--- src/rtl/omsp_hmac_absorb_squeeze_pkg.sv ---
`default_nettype none
// ============================================================================
// Module      : omsp_hmac_pkg
// Description : Shared state encoding, pad constants and block geometry
//               defaults for the HMAC control / absorb-squeeze pair.
// Revision    : 1.0 - initial release
// ============================================================================
package omsp_hmac_pkg;

  // Geometry defaults shared with omsp_hmac_control
  localparam int C_RATE_WORDS   = 4;
  localparam int C_DIGEST_WORDS = 8;

  // Word-level 10*1 padding constants
  localparam logic [15:0] C_PAD_FIRST  = 16'h8000;
  localparam logic [15:0] C_PAD_MARKER = 16'h0001;
  localparam logic [7:0]  C_PAD_BYTE   = 8'h80;

  // Absorb/squeeze sequencer states
  typedef enum logic [2:0] {
    ST_ABSORB       = 3'd0,
    ST_PERM         = 3'd1,
    ST_PAD_PERM     = 3'd2,
    ST_SQUEEZE      = 3'd3,
    ST_SQUEEZE_PERM = 3'd4,
    ST_DONE         = 3'd5
  } hmac_state_e;

endpackage
`default_nettype wire

--- src/rtl/omsp_hmac_absorb_squeeze_if.sv ---
`default_nettype none
// ============================================================================
// Module      : omsp_hmac_absorb_squeeze_if
// Description : Request/acknowledge bus between the absorb-squeeze responder
//               (master) and the sponge permutation core (slave).
// Revision    : 1.0 - initial release
// ============================================================================
interface omsp_hmac_absorb_squeeze_if
  import omsp_hmac_pkg::*;
#(
  parameter int RATE_WORDS = C_RATE_WORDS
);

  logic                      perm_req;
  logic [16*RATE_WORDS-1:0]  perm_absorb;
  logic                      perm_ack;
  logic [16*RATE_WORDS-1:0]  perm_rate;

  modport master (
    output perm_req,
    output perm_absorb,
    input  perm_ack,
    input  perm_rate
  );

  modport slave (
    input  perm_req,
    input  perm_absorb,
    output perm_ack,
    output perm_rate
  );

endinterface
`default_nettype wire

--- src/rtl/omsp_hmac_absorb_squeeze_block_buf.sv ---
`default_nettype none
// ============================================================================
// Module      : omsp_hmac_block_buf
// Description : Word-indexed block register with single-word write, 10*1
//               pad-fill from the write index, final-block marker and clear.
// Revision    : 1.0 - initial release
// ============================================================================
module omsp_hmac_block_buf
  import omsp_hmac_pkg::*;
#(
  parameter int RATE_WORDS = C_RATE_WORDS,
  parameter int IDX_W      = $clog2(RATE_WORDS)
) (
  input  logic                     clk,
  input  logic                     reset,
  input  logic                     clear,
  input  logic                     wr_en,
  input  logic [IDX_W-1:0]         idx,
  input  logic [15:0]              wr_data,
  input  logic                     pad_en,
  input  logic                     padded,
  output logic [16*RATE_WORDS-1:0] block
);

  for (genvar gi = 0; gi < RATE_WORDS; gi++) begin : g_word
    localparam logic [15:0] c_mark = (gi == RATE_WORDS-1) ? C_PAD_MARKER : 16'h0000;

    logic [15:0] r_word;
    logic [15:0] w_pad_word;

    // Pad image: keep data below the write index, 0x8000 at it (unless a short
    // word already padded), zeros above, marker XORed into the last word.
    always_comb begin
      w_pad_word = 16'h0000;
      if (gi < int'(idx)) begin
        w_pad_word = r_word;
      end else if ((gi == int'(idx)) && !padded) begin
        w_pad_word = C_PAD_FIRST;
      end
      w_pad_word = w_pad_word ^ c_mark;
    end

    // Word storage: clear wins over pad-fill, which wins over a data write.
    always_ff @(posedge clk or posedge reset) begin
      if (reset) begin
        r_word <= 16'h0000;
      end else if (clear) begin
        r_word <= 16'h0000;
      end else if (pad_en) begin
        r_word <= w_pad_word;
      end else if (wr_en && (int'(idx) == gi)) begin
        r_word <= wr_data;
      end
    end

    // Word 0 sits in the most significant bits of the block.
    assign block[16*(RATE_WORDS-gi)-1 -: 16] = r_word;
  end

endmodule
`default_nettype wire

--- src/rtl/omsp_hmac_absorb_squeeze.sv ---
`default_nettype none
// ============================================================================
// Module      : omsp_hmac_absorb_squeeze
// Description : Hash-side responder for the HMAC word protocol. Packs words
//               into rate blocks, pads on finalize, drives the permutation
//               core and squeezes digest words back one per command pulse.
// Revision    : 1.0 - initial release
// ============================================================================
module omsp_hmac_absorb_squeeze
  import omsp_hmac_pkg::*;
#(
  parameter int RATE_WORDS   = C_RATE_WORDS,
  parameter int DIGEST_WORDS = C_DIGEST_WORDS
) (
  input  logic        clk,
  input  logic        reset,
  input  logic        hmac_reset,
  input  logic        start_continue,
  input  logic        data_available,
  input  logic        data_is_long,
  input  logic [15:0] data_in,
  output logic        busy,
  output logic [15:0] data_out,
  omsp_hmac_absorb_squeeze_if.master perm
);

  localparam int IDX_W  = $clog2(RATE_WORDS);
  localparam int OIDX_W = $clog2(DIGEST_WORDS + 1);
  localparam int BLK_W  = 16 * RATE_WORDS;

  localparam logic [IDX_W-1:0]  c_last_idx   = IDX_W'(RATE_WORDS - 1);
  localparam logic [OIDX_W-1:0] c_digest_end = OIDX_W'(DIGEST_WORDS);

  hmac_state_e       r_state, w_state_next;
  logic [IDX_W-1:0]  r_widx, w_widx_next;
  logic              r_padded, w_padded_next;
  logic [OIDX_W-1:0] r_oidx, w_oidx_next;
  logic [IDX_W-1:0]  r_ridx, w_ridx_next;
  logic [15:0]       r_data_out, w_data_out_next;
  logic [BLK_W-1:0]  r_sq;
  logic              w_sq_load;
  logic              r_busy_q;
  logic              r_perm_req;
  logic              w_buf_clear, w_buf_wr, w_buf_pad;
  logic [15:0]       w_buf_wdata;
  logic [BLK_W-1:0]  w_block;
  logic              w_in_perm, w_next_in_perm;

  function automatic logic [15:0] word_at(input logic [BLK_W-1:0] blk, input int i);
    return blk[16*(RATE_WORDS-1-i) +: 16];
  endfunction

  omsp_hmac_block_buf #(
    .RATE_WORDS (RATE_WORDS),
    .IDX_W      (IDX_W)
  ) u_block_buf (
    .clk     (clk),
    .reset   (reset),
    .clear   (w_buf_clear),
    .wr_en   (w_buf_wr),
    .idx     (r_widx),
    .wr_data (w_buf_wdata),
    .pad_en  (w_buf_pad),
    .padded  (r_padded),
    .block   (w_block)
  );

  assign w_in_perm = (r_state == ST_PERM) || (r_state == ST_PAD_PERM) ||
                     (r_state == ST_SQUEEZE_PERM);
  assign w_next_in_perm = (w_state_next == ST_PERM) || (w_state_next == ST_PAD_PERM) ||
                          (w_state_next == ST_SQUEEZE_PERM);

  // State register
  always_ff @(posedge clk or posedge reset) begin
    if (reset) begin
      r_state <= ST_ABSORB;
    end else begin
      r_state <= w_state_next;
    end
  end

  // Next-state and datapath control; message abort overrides every state.
  always_comb begin
    w_state_next    = r_state;
    w_widx_next     = r_widx;
    w_padded_next   = r_padded;
    w_oidx_next     = r_oidx;
    w_ridx_next     = r_ridx;
    w_data_out_next = r_data_out;
    w_sq_load       = 1'b0;
    w_buf_clear     = 1'b0;
    w_buf_wr        = 1'b0;
    w_buf_pad       = 1'b0;
    w_buf_wdata     = data_is_long ? data_in : {data_in[7:0], C_PAD_BYTE};

    if (hmac_reset) begin
      w_state_next    = ST_ABSORB;
      w_widx_next     = '0;
      w_padded_next   = 1'b0;
      w_oidx_next     = '0;
      w_ridx_next     = '0;
      w_data_out_next = 16'h0000;
      w_buf_clear     = 1'b1;
    end else begin
      case (r_state)
        ST_ABSORB: begin
          if (start_continue && data_available) begin
            // Words after the padded short word are dropped silently.
            if (!r_padded) begin
              w_buf_wr = 1'b1;
              if (!data_is_long) begin
                w_padded_next = 1'b1;
              end
              if (r_widx == c_last_idx) begin
                w_widx_next  = '0;
                w_state_next = ST_PERM;
              end else begin
                w_widx_next = r_widx + IDX_W'(1);
              end
            end
          end else if (start_continue) begin
            w_buf_pad    = 1'b1;
            w_state_next = ST_PAD_PERM;
          end
        end
        ST_PERM: begin
          if (perm.perm_ack) begin
            w_buf_clear  = 1'b1;
            w_widx_next  = '0;
            w_state_next = ST_ABSORB;
          end
        end
        ST_PAD_PERM, ST_SQUEEZE_PERM: begin
          if (perm.perm_ack) begin
            w_sq_load       = 1'b1;
            w_data_out_next = word_at(perm.perm_rate, 0);
            w_ridx_next     = '0;
            if (r_state == ST_PAD_PERM) begin
              w_oidx_next = '0;
            end
            w_state_next = ST_SQUEEZE;
          end
        end
        ST_SQUEEZE: begin
          if (start_continue) begin
            w_oidx_next = r_oidx + OIDX_W'(1);
            if (w_oidx_next == c_digest_end) begin
              w_data_out_next = 16'h0000;
              w_state_next    = ST_DONE;
            end else if (r_ridx == c_last_idx) begin
              w_ridx_next  = '0;
              w_state_next = ST_SQUEEZE_PERM;
            end else begin
              w_ridx_next     = r_ridx + IDX_W'(1);
              w_data_out_next = word_at(r_sq, int'(r_ridx) + 1);
            end
          end
        end
        ST_DONE: begin
          w_state_next = ST_DONE;
        end
        default: begin
          w_state_next = ST_ABSORB;
        end
      endcase
    end
  end

  // Datapath registers; perm_req falls on ack or abort.
  always_ff @(posedge clk or posedge reset) begin
    if (reset) begin
      r_widx     <= '0;
      r_padded   <= 1'b0;
      r_oidx     <= '0;
      r_ridx     <= '0;
      r_data_out <= 16'h0000;
      r_sq       <= '0;
      r_busy_q   <= 1'b0;
      r_perm_req <= 1'b0;
    end else begin
      r_widx     <= w_widx_next;
      r_padded   <= w_padded_next;
      r_oidx     <= w_oidx_next;
      r_ridx     <= w_ridx_next;
      r_data_out <= w_data_out_next;
      if (w_sq_load) begin
        r_sq <= perm.perm_rate;
      end
      r_busy_q   <= w_next_in_perm;
      r_perm_req <= w_in_perm && !perm.perm_ack && !hmac_reset;
    end
  end

  assign busy             = start_continue | r_busy_q;
  assign data_out         = r_data_out;
  assign perm.perm_req    = r_perm_req;
  assign perm.perm_absorb = ((r_state == ST_PERM) || (r_state == ST_PAD_PERM)) ? w_block : '0;

endmodule
`default_nettype wire

--- src/flat_wrapper.sv ---
// flat-port wrapper written by rule: the top's interface ports become plain ports
module omsp_hmac_absorb_squeeze_flat import omsp_hmac_pkg::*;
#(
  parameter int RATE_WORDS   = C_RATE_WORDS,
  parameter int DIGEST_WORDS = C_DIGEST_WORDS
)
  (clk, reset, hmac_reset, start_continue, data_available, data_is_long, data_in, busy, data_out, perm_perm_req, perm_perm_absorb, perm_perm_ack, perm_perm_rate);
  omsp_hmac_absorb_squeeze_if #(.RATE_WORDS(RATE_WORDS)) perm_i ();
  input  logic clk;
  input  logic reset;
  input  logic hmac_reset;
  input  logic start_continue;
  input  logic data_available;
  input  logic data_is_long;
  input  logic [15:0] data_in;
  output logic busy;
  output logic [15:0] data_out;
  output wire logic [$bits(perm_i.perm_req)-1:0] perm_perm_req;
  output wire logic [$bits(perm_i.perm_absorb)-1:0] perm_perm_absorb;
  input wire logic [$bits(perm_i.perm_ack)-1:0] perm_perm_ack;
  input wire logic [$bits(perm_i.perm_rate)-1:0] perm_perm_rate;
  assign perm_perm_req = perm_i.perm_req;
  assign perm_perm_absorb = perm_i.perm_absorb;
  assign perm_i.perm_ack = perm_perm_ack;
  assign perm_i.perm_rate = perm_perm_rate;
  omsp_hmac_absorb_squeeze #(.RATE_WORDS(RATE_WORDS), .DIGEST_WORDS(DIGEST_WORDS)) u_core (.clk(clk), .reset(reset), .hmac_reset(hmac_reset), .start_continue(start_continue), .data_available(data_available), .data_is_long(data_is_long), .data_in(data_in), .busy(busy), .data_out(data_out), .perm(perm_i));
endmodule
--- config.mk ---
export PLATFORM = sky130hd
export DESIGN_NAME = omsp_hmac_absorb_squeeze_flat
export DESIGN_NICKNAME = d
export VERILOG_FILES = /design/src/rtl/omsp_hmac_absorb_squeeze_pkg.sv /design/src/rtl/omsp_hmac_absorb_squeeze_if.sv /design/src/rtl/omsp_hmac_absorb_squeeze_block_buf.sv /design/src/rtl/omsp_hmac_absorb_squeeze.sv /design/src/flat_wrapper.sv
export SDC_FILE = /design/constraint.sdc
export NUM_CORES = 1
export LEC_CHECK = 0
export ABC_AREA = 1
export ABC_CLOCK_PERIOD_IN_PS = 2900
export CORE_ASPECT_RATIO = 2
export CORE_MARGIN = 2
export CORE_UTILIZATION = 40
export CTS_BUF_LIST = sky130_fd_sc_hd__clkbuf_8
export DETAILED_ROUTE_END_ITERATION = 10
export GPL_ROUTABILITY_DRIVEN = 0
export HOLD_SLACK_MARGIN = 0.08
export PLACE_DENSITY_LB_ADDON = 0.12
export SKIP_CTS_REPAIR_TIMING = 1
export SYNTH_ARGS = -nofsm -noshare
export SYNTH_HDL_FRONTEND = slang
export SYNTH_HIERARCHICAL = 1
export SYNTH_SLANG_ARGS = --single-unit
--- constraint.sdc ---
create_clock -name clk -period 2.9 [get_ports clk]
set_input_delay 0.29 -clock clk [delete_from_list [all_inputs] [get_ports clk]]
set_output_delay 0.29 -clock clk [all_outputs]
set_load 0.01 [all_outputs]
==> impl_metrics.yaml, run 1 <==
detailed_routing:
  vias: 6704
  ant_nets: 0
  drt-initial-drc-count: 260
  drc: 0
  first_pass_iters: 5
  via_per_inst: 4.82
  routed_wl_mm: 21.5
  drt-wirelength-per-cell_um: 15.4
worst_setup_path:
  end_kind: "output pin"
  reg2reg_slack_ns: 0.51
  critPathRequiredTime_ns: 2.61
  rr_endpoint: "u_core/u_block_buf/g_word[0].r_word[14]"
  crit_type: "reg2out"
  crit_start: "u_core/r_state[2]"
  crit_path_end: "perm_perm_absorb[12]"
  reg2reg_depth: 11
  cpMaxStageDelayCell: "clkdlybuf4s50_1"
  cp_cell_sequence: "inv_1, nand3_1, nand2_1, inv_4, nor2_1, clkdlybuf4s50_1"
  cp-start-kind: "flip-flop"
  regToRegStartpoint: "u_core/r_state[1]"
  cpPeakStageDelay_ns: 0.51
  critPathArrivalTime_ns: 2.36
  critical_path.max_fanout: 65
global_route:
  grt_pass1_wl_mm: 34.5
  grt_pass1_vias: 6653
  grt_usage: 0.205
  grt_max_degree: 66
  antenna_found_initial: 0
  grt_overflow: 0
power:
  total_power_mw: 6.72
  vdd.ir_drop.worst_uv: 436
  cellPowerDensity_nw_per_um2: 646
  leakagePower_nw: 4.76
floorplan:
  rows: 73
  die_h_um: 206
  core_area_um2: 19900
  fp.dieW_um: 105
  die_area_um2: 21600
  start_util: 0.409
  pin_count: 169
logic_synthesis:
  netlist_instances: 961
  synth_edf_count: 0
  synthArstFlopShare: 1.00
  yosysWarnings: 6
  ys_seq_area_frac: 0.486
  syn-mean-instance-area_um2: 8.47
  synth_area_um2: 8140
  ys_types: 37
  ys_ff_latch: 158
  synth_nets: 1051
  ys.flop_type: "dfrtp_1"
placed_design:
  pre_cts_ws_ns: 0.301
  place_area_um2: 10000
  hpwl_mm: 16.0
  io_buffers: 168
sta:
  fmax_ghz: 0.377
  finalCriticalPeriod_ns: 2.65
  skew_ns: 0.0126
  max_slew_margin: 0.270
  setup_viol: 0
  period_share: 0.915
  hold_viol: 0
  setup_ws_ns: 0.247
  slew_viol_final: 0
  grt_setup_unrepaired: "no"
  worst_pin_slew_ns: 1.09
status:
  status: "complete, no violations"
cells_and_area:
  design_area_um2: 10400
  syn2layout_area_growth_pct: 27.8
  antenna_cells: 0
  drive_above_1_share: 0.160
  fill_cells: 2021
  nets: 1208
cts:
  cts_root_buffer: "clkbuf_8"
  cts.sinks: 158
  cts_buffer_depth: 2
  clk_latency_ns: 0.45
  clk_pin_slew_ns: 0.09
  cts_buffers: 17
  h-tree-depth: 4
  cts_tree: "built"
hold_path:
  min_path_type: "in2async"
flow_run:
  drv_cap: 0
-- flip-flops by register name, indices dropped and copies added, names as in the netlist --
| name | cells |
|---|---|
| u_core/data_out | 16 |
| u_core/perm.perm_req | 1 |
| u_core/r_busy_q | 1 |
| u_core/r_oidx | 4 |
| u_core/r_padded | 1 |
| u_core/r_ridx | 2 |
| u_core/r_sq | 64 |
| u_core/r_state | 3 |
| u_core/r_widx | 2 |
| u_core/u_block_buf/g_word.r_word | 64 |
-- synth_stat cells, types with 4 or more instances --
cell | n | area (µm²)
a21oi_1 | 41 | 205
buf_2 | 8 | 40.0
buf_4 | 4 | 30.0
buf_6 | 15 | 169
clkbuf_1 | 24 | 90.1
dfrtp_1 | 158 | 3950
inv_1 | 130 | 488
mux2_2 | 41 | 462
nand2_1 | 195 | 732
nand2_2 | 25 | 156
nand3_1 | 48 | 240
nand4_1 | 4 | 25.0
nor2_1 | 99 | 372
o211ai_1 | 7 | 52.6
o21ai_0 | 57 | 285
o21ai_1 | 22 | 110
o21ai_2 | 41 | 359
o22ai_1 | 10 | 62.6
-- layer usage --
layer,part of all wire,up-vias,wire length (µm),GRT usage
li1,-,3366,-,-
met1,0.38,3128,8100,0.216
met2,0.56,183,12100,0.401
met3,0.038,27,812,0.0301
met4,0.024,0,521,0.0800
met5,0,-,0,0
-- power breakdown --
group	internal [mW]	total, mW	switching (mW)
registers	2.82	3.18	0.359
clock network	0.786	1.64	0.855
logic	0.884	1.90	1.01
total	4.49	6.72	2.23
-- final cells by class --
type / count / area (µm²) / area share
Inverter: 135 / 514 / 0.0495
Timing Repair Buffer: 190 / 1870 / 0.180
Multi-Input combinational cell: 616 / 3340 / 0.321
Clock inverter: 13 / 143 / 0.0137
Tap cell: 262 / 328 / 0.0315
Clock buffer: 18 / 248 / 0.0238
Sequential cell: 158 / 3950 / 0.380
-- worst max-delay path: cells and delay by family (launching register included) --
kind | cells | cell delay (ns)
flops | 1 | 0.43
simple gates | 3 | 0.34
buf+inv | 3 | 1.07
-- stage by stage --
stage	hold WS (ns)	setup TNS [ns]	utilization	instances
3_3_place_gp	0.464	0	0.502	1361
3_5_place_dp	0.465	0	0.502	1361
4_1_cts	0.193	-2.21	0.522	1392
5_1_grt	0.224	0	0.522	1392
6_report	0.205	0	0.522	1392
2_1_floorplan	0.356	0	-	961
-- cells by family after synthesis --
| group | Yosys count | share of synthesized area |
|---|---|---|
| AND/OR/NAND/NOR | 387 | 0.207 |
| multiplexers | 43 | 0.0594 |
| flip-flops | 158 | 0.486 |
| adder cells (fa/ha/maj) | 3 | 0.00461 |
| AO/OA/AOI/OAI | 183 | 0.138 |
| buffers and inverters | 187 | 0.105 |
-- how the worst min path moves through the flow --
stage	from	to	cells past startpoint
2_1_floorplan	hmac_reset	u_core/r_padded	1
3_3_place_gp	u_core/u_block_buf/g_word[3].r_word[15]	u_core/u_block_buf/g_word[3].r_word[15]	2
3_5_place_dp	u_core/u_block_buf/g_word[3].r_word[15]	u_core/u_block_buf/g_word[3].r_word[15]	2
4_1_cts	reset	u_core/u_block_buf/g_word[3].r_word[7]	2
5_1_grt	reset	u_core/u_block_buf/g_word[1].r_word[8]	2
6_report	reset	u_core/u_block_buf/g_word[3].r_word[8]	2
-- cells in the final DEF (no fill, tap or decap), drive strengths merged, types with 18 or more instances in the layout --
cell type | Yosys | routed
dfrtp | 158 | 158
mux2 | 42 | 42
inv | 134 | 135
o21ai | 121 | 121
nor2 | 103 | 103
nand3 | 51 | 51
buf | 28 | 22
clkbuf | 24 | 18
clkdlybuf4s50 | 0 | 168
nand2 | 223 | 223
a21oi | 41 | 41
Power figures use the tool's default switching activity.
==> inputs of run 2 (changes only) <==
--- a/config.mk
+++ b/config.mk
@@ -8,13 +8,14 @@
 export ABC_AREA = 1
 export ABC_CLOCK_PERIOD_IN_PS = 2900
 export CORE_ASPECT_RATIO = 2
-export CORE_MARGIN = 2
+export CORE_MARGIN = 3
 export CORE_UTILIZATION = 40
 export CTS_BUF_LIST = sky130_fd_sc_hd__clkbuf_8
 export DETAILED_ROUTE_END_ITERATION = 10
 export GPL_ROUTABILITY_DRIVEN = 0
 export HOLD_SLACK_MARGIN = 0.08
 export PLACE_DENSITY_LB_ADDON = 0.12
+export REMOVE_ABC_BUFFERS = 1
 export SKIP_CTS_REPAIR_TIMING = 1
 export SYNTH_ARGS = -nofsm -noshare
 export SYNTH_HDL_FRONTEND = slang
==> run 2 against run 1 <==
Compared with the run above: die area rose by 2.9%; wire length fell by 5.4%; worst setup slack improved by 0.17 ns; clock power rose by 6%; critical endpoint is now perm_perm_absorb[48]; maximum frequency rose by 6.6%; power rose by 1.6%; hold slack improved by 0.043 ns; sequential share of layout area fell by 0.18 points; via count fell by 0.82%; register-to-register slack improved by 0.07 ns; highest routed layer unchanged.
==> impl_metrics.yaml, run 2 (synthesis gave the netlist of run 1 again) <==
status:
  status: "complete, no violations"
cells_and_area:
  final_util: 0.525
  nets: 1205
  syn2layout_area_growth_pct: 28.4
  layout_common_cells: "nand2_1, clkdlybuf4s50_1, dfrtp_1"
  final_common_cell: "nand2_1"
  drive_above_1_share: 0.158
  fill_cells: 2022
  antenna_cells: 0
power:
  comb_power_share: 0.279
  leakagePower_nw: 4.78
  vdd.ir_drop.worst_uv: 408
  p_switching_mw: 2.19
  clkPwrFrac: 0.255
  internal_power_mw: 4.64
  seq_power_share: 0.466
  p_sw_frac: 0.321
  cellPowerDensity_nw_per_um2: 654
sta:
  period_share: 0.858
  worst_pin_slew_ns: 0.784
  max_slew_margin: 0.476
  setup_viol: 0
  hold_viol: 0
  finalCriticalPeriod_ns: 2.49
  fmax_ghz: 0.402
  fin_setup_tns_ns: 0
  slew_viol_final: 0
  grt_setup_unrepaired: "no"
  skew_ns: 0.00987
global_route:
  grt_pass1_vias: 6701
  grt_overflow: 0
  antenna_found_initial: 0
  grt_max_degree: 94
  grt_pass1_wl_mm: 33.9
  grt_usage: 0.191
cts:
  h-tree-depth: 4
  cts_tree: "built"
  cts_buffers: 17
  cts_root_buffer: "clkbuf_8"
  cts.sinks: 158
  clk_latency_ns: 0.44
  clk_pin_slew_ns: 0.09
  cts_buffer_depth: 2
detailed_routing:
  drt-wirelength-per-cell_um: 14.6
  ant_nets: 0
  routed_wl_mm: 20.3
  drt-initial-drc-count: 306
  vias: 6649
  via_per_inst: 4.78
  first_pass_iters: 5
  drc: 0
floorplan:
  start_util: 0.409
  core_area_um2: 19900
  rows: 73
  pin_count: 169
  fp.dieW_um: 107
  die_h_um: 208
  die_area_um2: 22200
placed_design:
  hpwl_mm: 14.4
  io_buffers: 168
worst_setup_path:
  critical_path.max_fanout: 65
  worst-path-buf-inv: 4
  critPathArrivalTime_ns: 2.20
  critPathRequiredTime_ns: 2.61
  cp-start-kind: "flip-flop"
  cpPeakStageDelay_ns: 0.55
  end_kind: "output pin"
  rr_endpoint: "u_core/u_block_buf/g_word[2].r_word[15]"
  reg2reg_slack_ns: 0.58
  regToRegStartpoint: "u_core/r_state[1]"
  cp_cell_sequence: "inv_1, nand3_1, nand2_1, inv_2, buf_12, nor2_1, clkdlybuf4s50_1"
  reg2reg_depth: 10
  cpMaxStageDelayCell: "clkdlybuf4s50_1"
  crit_type: "reg2out"
  critPathTopFamily: "buffers and inverters"
flow_run:
  drv_cap: 0
hold_path:
  min_path_type: "in2async"
==> run 2: layout make-up <==
cell class              count  area, µm²  share of cell area
clock inverters            13        165              0.0158
inverters                 135        512              0.0490
flip-flops and latches    158       3950               0.379
repair buffers            187       1890               0.181
multi-input cells         616       3340               0.320
clock buffers              19        262              0.0250
well taps                 262        328              0.0314
==> run 2: per-stage QoR <==
| stage | hold slack [ns] | instances | worst slack (ns) | total power [mW] | area, µm² |
|---|---|---|---|---|---|
| after floorplan | 0.356 | 909 | 0.161 | 4.40 | 7790 |
| after global placement | 0.466 | 1358 | 0.452 | 5.11 | 10000 |
| after detailed placement | 0.467 | 1358 | 0.389 | 5.16 | 10000 |
| after CTS | 0.225 | 1390 | 0.339 | 6.95 | 10400 |
| after global routing | 0.261 | 1390 | 0.237 | 7.34 | 10400 |
| final | 0.248 | 1390 | 0.412 | 6.83 | 10400 |
==> run 2: power groups by stage <==
stage / logic [mW] / clock network (mW) / registers, mW
after CTS: 1.94 / 1.82 / 3.18
final: 1.90 / 1.74 / 3.18
after detailed placement: 1.94 / 0 / 3.22
after floorplan: 1.27 / 0 / 3.14
after global routing: 2.18 / 1.90 / 3.26
after global placement: 1.90 / 0 / 3.21
==> run 2: routing by layer <==
| metal | GRT usage | routed length, µm |
|---|---|---|
| met5 | 0 | 0 |
| met4 | 0.0552 | 251 |
| met3 | 0.0345 | 786 |
| met2 | 0.354 | 11100 |
| met1 | 0.221 | 8190 |
==> run 2: how the worst max path moves through the flow <==
stage / depth (start not counted) / from / end
floorplan: 1 / reset / u_core/data_out[0]
CTS: 7 / u_core/r_state[2] / perm_perm_absorb[4]
global route: 8 / u_core/r_state[0] / perm_perm_absorb[19]
global placement: 9 / start_continue / u_core/u_block_buf/g_word[2].r_word[3]
finish: 7 / u_core/r_state[2] / perm_perm_absorb[48]
detailed placement: 9 / start_continue / u_core/u_block_buf/g_word[2].r_word[8]
